[config.mk]
export PLATFORM = sky130hd
export DESIGN_NAME = spi_device
export DESIGN_NICKNAME = d
export VERILOG_FILES = /design/src/rtl/spi_device.sv
export SDC_FILE = /design/constraint.sdc
export NUM_CORES = 1
export LEC_CHECK = 0
export CAP_MARGIN = 20
export CORE_UTILIZATION = 53
export CTS_CLUSTER_DIAMETER = 60
export DETAILED_ROUTE_END_ITERATION = 7
export GPL_TIMING_DRIVEN = 0
export PLACE_DENSITY_LB_ADDON = 0.2
export SLEW_MARGIN = 20
export SYNTH_ARGS = -nofsm -noshare
export SYNTH_HDL_FRONTEND = slang
export SYNTH_SLANG_ARGS = --single-unit
[constraint.sdc]
create_clock -name clk -period 2.05 [get_ports clk]
set_input_delay 0.615 -clock clk [delete_from_list [all_inputs] [get_ports clk]]
set_output_delay 0.615 -clock clk [all_outputs]
set_load 0.05 [all_outputs]
[src/rtl/spi_device.sv]
// -----------------------------------------------------------------------------
// spi_device
//
// SPI slave front end (mode 0, MSB first) running entirely in the system clock
// domain. The SPI pins are oversampled through synchronisers, and their edges
// are detected against one extra delay flop. Each received byte is delivered
// as a one-cycle strobe. Response bytes that the control block loads are
// shifted out on MISO.
//
// Ports
//   clk          system clock
//   reset_n      asynchronous active-low reset (synchronously released upstream)
//   spi_sck      SPI clock pin (asynchronous)
//   spi_cs_n     SPI chip select pin, active low (asynchronous)
//   spi_mosi     SPI data in pin (asynchronous)
//   spi_miso     SPI data out, registered
//   spi_miso_oe  MISO output enable, high while selected
//   spi_cs       synchronised deselect level (1 = not selected)
//   rx_data      last complete received byte
//   rx_strobe    one-cycle pulse, rx_data valid
//   tx_data      next byte to shift out
//   tx_strobe    one-cycle pulse, capture tx_data into the holding register
//   tx_underrun  one-cycle pulse, byte boundary reached with no fresh tx byte
// -----------------------------------------------------------------------------
module spi_device #(
  parameter int          SYNC_STAGES = 2,
  parameter logic [7:0]  IDLE_BYTE   = 8'h00
) (
  input  logic       clk,
  input  logic       reset_n,
  input  logic       spi_sck,
  input  logic       spi_cs_n,
  input  logic       spi_mosi,
  output logic       spi_miso,
  output logic       spi_miso_oe,
  output logic       spi_cs,
  output logic [7:0] rx_data,
  output logic       rx_strobe,
  input  logic [7:0] tx_data,
  input  logic       tx_strobe,
  output logic       tx_underrun
);

  // Input synchronisers; bit 0 samples the pin.
  logic [SYNC_STAGES-1:0] sck_sync_q;
  logic [SYNC_STAGES-1:0] cs_sync_q;
  logic [SYNC_STAGES-1:0] mosi_sync_q;
  logic                   sck_dly_q;
  logic                   cs_dly_q;

  // Marks when the synchroniser chain and the delay flops hold real pin samples.
  // The marking is done by shifting ones in after reset. Until it is full, the
  // preset values would fake edges. An example is cs_n held low through reset,
  // which must not look like a select.
  logic [SYNC_STAGES:0]   flush_q;

  logic [2:0] bit_cnt_q,   bit_cnt_d;
  logic [7:0] rx_shift_q,  rx_shift_d;
  logic [7:0] tx_shift_q,  tx_shift_d;
  logic [7:0] hold_q,      hold_d;
  logic       hold_vld_q,  hold_vld_d;
  logic [7:0] rx_data_q,   rx_data_d;
  logic       rx_strobe_q, rx_strobe_d;
  logic       underrun_q,  underrun_d;
  logic       miso_q,      miso_d;

  logic       sck_s, cs_s, mosi_s, flushed;
  logic       sel_edge, desel_edge, sck_rise, sck_fall;
  logic [7:0] load_val;

  always_ff @(posedge clk or negedge reset_n) begin
    if (!reset_n) begin
      sck_sync_q  <= '0;
      cs_sync_q   <= '1;
      mosi_sync_q <= '0;
      sck_dly_q   <= 1'b0;
      cs_dly_q    <= 1'b1;
      flush_q     <= '0;
    end else begin
      sck_sync_q  <= {sck_sync_q[SYNC_STAGES-2:0],  spi_sck};
      cs_sync_q   <= {cs_sync_q[SYNC_STAGES-2:0],   spi_cs_n};
      mosi_sync_q <= {mosi_sync_q[SYNC_STAGES-2:0], spi_mosi};
      sck_dly_q   <= sck_sync_q[SYNC_STAGES-1];
      cs_dly_q    <= cs_sync_q[SYNC_STAGES-1];
      flush_q     <= {flush_q[SYNC_STAGES-1:0], 1'b1};
    end
  end

  assign sck_s   = sck_sync_q[SYNC_STAGES-1];
  assign cs_s    = cs_sync_q[SYNC_STAGES-1];
  assign mosi_s  = mosi_sync_q[SYNC_STAGES-1];
  assign flushed = flush_q[SYNC_STAGES];

  assign sel_edge   = flushed &  cs_dly_q & ~cs_s;
  assign desel_edge = flushed & ~cs_dly_q &  cs_s;
  // SCK edges count only while synced cs_n is low. This makes a deselect
  // override a coincident rising edge.
  assign sck_rise   = flushed & ~cs_s &  sck_s & ~sck_dly_q;
  assign sck_fall   = flushed & ~cs_s & ~sck_s &  sck_dly_q;

  // A strobe in the same cycle as a load bypasses the holding register.
  assign load_val = tx_strobe  ? tx_data :
                    hold_vld_q ? hold_q  : IDLE_BYTE;

  always_comb begin
    bit_cnt_d   = bit_cnt_q;
    rx_shift_d  = rx_shift_q;
    tx_shift_d  = tx_shift_q;
    hold_d      = hold_q;
    hold_vld_d  = hold_vld_q;
    rx_data_d   = rx_data_q;
    rx_strobe_d = 1'b0;
    underrun_d  = 1'b0;
    miso_d      = miso_q;

    if (tx_strobe) begin
      hold_d     = tx_data;
      hold_vld_d = 1'b1;
    end

    if (desel_edge) begin
      bit_cnt_d  = 3'd0;
      rx_shift_d = 8'h00;
      hold_vld_d = 1'b0;
      miso_d     = 1'b0;
    end else if (sel_edge) begin
      bit_cnt_d  = 3'd0;
      tx_shift_d = load_val;
      miso_d     = load_val[7];
      hold_vld_d = 1'b0;
    end else if (sck_rise) begin
      rx_shift_d = {rx_shift_q[6:0], mosi_s};
      bit_cnt_d  = bit_cnt_q + 3'd1;
      if (bit_cnt_q == 3'd7) begin
        rx_data_d   = {rx_shift_q[6:0], mosi_s};
        rx_strobe_d = 1'b1;
      end
    end else if (sck_fall) begin
      if (bit_cnt_q != 3'd0) begin
        tx_shift_d = {tx_shift_q[6:0], 1'b0};
        miso_d     = tx_shift_q[6];
      end else begin
        // Byte boundary: fetch the next response byte.
        tx_shift_d = load_val;
        miso_d     = load_val[7];
        hold_vld_d = 1'b0;
        underrun_d = ~tx_strobe & ~hold_vld_q;
      end
    end
  end

  always_ff @(posedge clk or negedge reset_n) begin
    if (!reset_n) begin
      bit_cnt_q   <= 3'd0;
      rx_shift_q  <= 8'h00;
      tx_shift_q  <= 8'h00;
      hold_q      <= 8'h00;
      hold_vld_q  <= 1'b0;
      rx_data_q   <= 8'h00;
      rx_strobe_q <= 1'b0;
      underrun_q  <= 1'b0;
      miso_q      <= 1'b0;
    end else begin
      bit_cnt_q   <= bit_cnt_d;
      rx_shift_q  <= rx_shift_d;
      tx_shift_q  <= tx_shift_d;
      hold_q      <= hold_d;
      hold_vld_q  <= hold_vld_d;
      rx_data_q   <= rx_data_d;
      rx_strobe_q <= rx_strobe_d;
      underrun_q  <= underrun_d;
      miso_q      <= miso_d;
    end
  end

  assign spi_cs      = cs_dly_q;
  assign spi_miso_oe = ~cs_dly_q;
  assign spi_miso    = miso_q;
  assign rx_data     = rx_data_q;
  assign rx_strobe   = rx_strobe_q;
  assign tx_underrun = underrun_q;

endmodule

==> metrics.cfg <==
[power]
internal-power_mw=1.29
netSwitchingFraction_pct=28.1
p_per_area_nw_per_um2=796
power.switching_mw=0.505
p_comb_share_pct=18.0
vdd_ir_drop_max_mv=0.526
power_frac_clock_pct=21.7
power.leakage_nw=1.12
pwr-share-seq_pct=60.3

[drt]
postRouteAntennaNets=0
drc=0
via_per_inst=5.46
wl_per_cell_um=14.5
route.vias.total=1213
detail_route.wirelength_um=3230
drtPass1Iterations=4
drt_iter0_drc=50

[run_status]
outcome=complete, no violations

[global_routing]
grt_max_degree=30
overflow=0
antenna_found_initial=0
grt_pass1_wl_um=5460
grt_pass1_vias=1194
gr-usage-all-layers_pct=20.4

[yosys]
mappedNetlistArea_um2=1890
ys_seq_area_share_pct=63.6
syn-num-nets=159
synth_top_area_share_pct=59.5
yosys_warnings=0
ys_types=33
synth_seq_cells=48
avgSynthCellArea_um2=13.3
synthTopCellsByArea=dfrtp_1 (59%), mux2_4 (6.3%), dfstp_2 (4.2%)
synth_top_cell_by_area=dfrtp_1
synth_cells=142

[place]
gp_congestion=0.769
port_buffers=26
dpl.hpwl_um=2300
dp.cells=215
dpl_worst_slack_ns=0.000959

[clock_tree]
clk_pin_slew_ns=0.13
clkSinkCount=48
cts_root_buffer=clkbuf_4
insertion_delay_ns=0.35
clock_tree.buffer_depth=2
cts_inserted_buffers=5
cts_tree=yes
post-cts-setup-buffers=0
htreeDepth=2

[finish]
synthToLayoutAreaGrowth_pct=19.1
final_cell_mix=dfrtp_1 (45), clkdlybuf4s50_1 (12), dlygate4sd2_1 (11), nor2_1 (9), a22o_1 (9)
layoutNonFillerInstCount=222
post-route-util_pct=66.5
nets=193
num_antenna_cells=0
final_common_cell=dfrtp_1
layout-drive-gt1-share_pct=20.5

[timing]
fin_hold_ws_ns=0.183
worst_slew_pin_slew_ns=0.513
min_period_ns=1.97
setup_viol=0
fmax_mhz=509
min_period_over_period_pct=95.9
hold_violations=0
fin_skew_ns=0.0134
maxSlewHeadroom_pct=65.7
setup_ws_ns=0.0835
rsz0062_at_grt=false
slew_violations=0

[worst_setup_path]
r2r-start=flush_q[2]
cp.arrival_ns=1.35
critPathKind=reg -> out
worst_path_max_delay_cell=dfstp_2
rr_worst_depth=4
reg2reg_slack_ns=0.50
cp_cell_sequence=clkdlybuf4s15_2
critPathTopFamily=flip-flops
critical-path-max-stage-delay_ns=0.62
start_kind=register
cp-end-kind=primary output
cp.required_ns=1.43
worstPathMaxFanout=8
rr_endpoint=rx_data[7]
crit_buf_inv=1
crit_start=spi_cs

[die]
start_util_pct=55.9
die_h_um=61.8
io_pins=27
die-area_um2=3810
die_x_um=61.8
rows=21
core_um2=3390

[run]
cap_violations=0

[worst_hold_path]
hp-class=in -> async

[sequential cells by signal (all words and copies together) (netlist names), 3 cells and up]
| register | count |
|---|---|
| hold_q | 8 |
| rx_data | 8 |
| rx_shift_q | 7 |
| tx_shift_q | 7 |
| bit_cnt_q | 3 |
| flush_q | 3 |
[timing repair]
action	CTS	global route
hold buffers	0	0
resized for setup	17	2
endpoints found under the setup margin	13	1
[synthesized netlist by cell type (all sizes together)]
| cell | count |
|---|---|
| ha | 3 |
| nand2 | 8 |
| nor2b | 4 |
| nand2b | 2 |
| or3b | 1 |
| o22ai | 2 |
| nand3 | 6 |
| or2 | 1 |
| dfstp | 3 |
| a221oi | 1 |
| nor2 | 9 |
| buf | 3 |
| dfrtp | 45 |
| a31oi | 6 |
| o211ai | 1 |
| nand3b | 1 |
| conb | 1 |
| nand4 | 1 |
| o21ai | 3 |
| o31ai | 1 |
| a22o | 9 |
| a21boi | 3 |
| and2 | 1 |
| clkbuf | 2 |
| a21o | 1 |
| a22oi | 1 |
| mux2 | 15 |
| inv | 7 |
| nor4 | 1 |
[per-stage QoR]
step | setup TNS, ns | instance area [um2] | power, mW
floorplan | 0 | 1890 | 1.30
global placement | -38.71 | 2210 | 1.40
detailed placement | 0 | 2230 | 1.43
CTS | 0 | 2260 | 1.81
global route | 0 | 2250 | 1.91
finish | 0 | 2250 | 1.79
[power by group through the flow]
stage | Sequential (mW) | Combinational (mW) | Clock, mW
floorplan | 1.10 | 0.202 | 0
global placement | 1.09 | 0.306 | 0
detailed placement | 1.10 | 0.326 | 0
CTS | 1.08 | 0.324 | 0.404
global route | 1.10 | 0.362 | 0.453
finish | 1.08 | 0.323 | 0.390
[how the worst max path moves through the flow]
| stage | end | depth (start not counted) |
|---|---|---|
| CTS | spi_miso_oe | 2 |
| global placement | mosi_sync_q[0] | 1 |
| global route | spi_cs | 1 |
| detailed placement | tx_shift_q[6] | 5 |
| finish | spi_cs | 1 |
| floorplan | tx_shift_q[4] | 5 |
[routing by layer]
| metal | track usage (%) | vias up | share of wire (%) |
|---|---|---|---|
| li1 | - | 561 | - |
| met1 | 26.3 | 600 | 45 |
| met2 | 32.1 | 43 | 48 |
| met3 | 5.59 | 9 | 4.9 |
| met4 | 10.2 | 0 | 2.4 |
| met5 | 0 | - | 0 |
[logic make-up (layout without fill, tap and decap cells)]
logic type | after synthesis | count (layout) | synth area share (%)
adder cells (fa/ha/maj) | 3 | 3 | 1.98
buffers and inverters | 12 | 46 | 2.58
AND/OR/NAND/NOR | 35 | 35 | 10.0
other | 1 | 1 | 0.198
multiplexers | 15 | 15 | 10.5
flip-flops | 48 | 48 | 63.6
AO/OA/AOI/OAI | 28 | 28 | 11.0
[area by class of cell]
class / count / area [um2]
Sequential cell: 48 / 1200
Fill cell: 258 / 1130
Clock inverter: 1 / 5.00
Timing Repair Buffer: 27 / 258
Inverter: 7 / 26.3
Clock buffer: 6 / 41.3
Buffer: 5 / 22.5
Tap cell: 46 / 57.6
Multi-Input combinational cell: 82 / 639
Power figures use the tool's default switching activity.
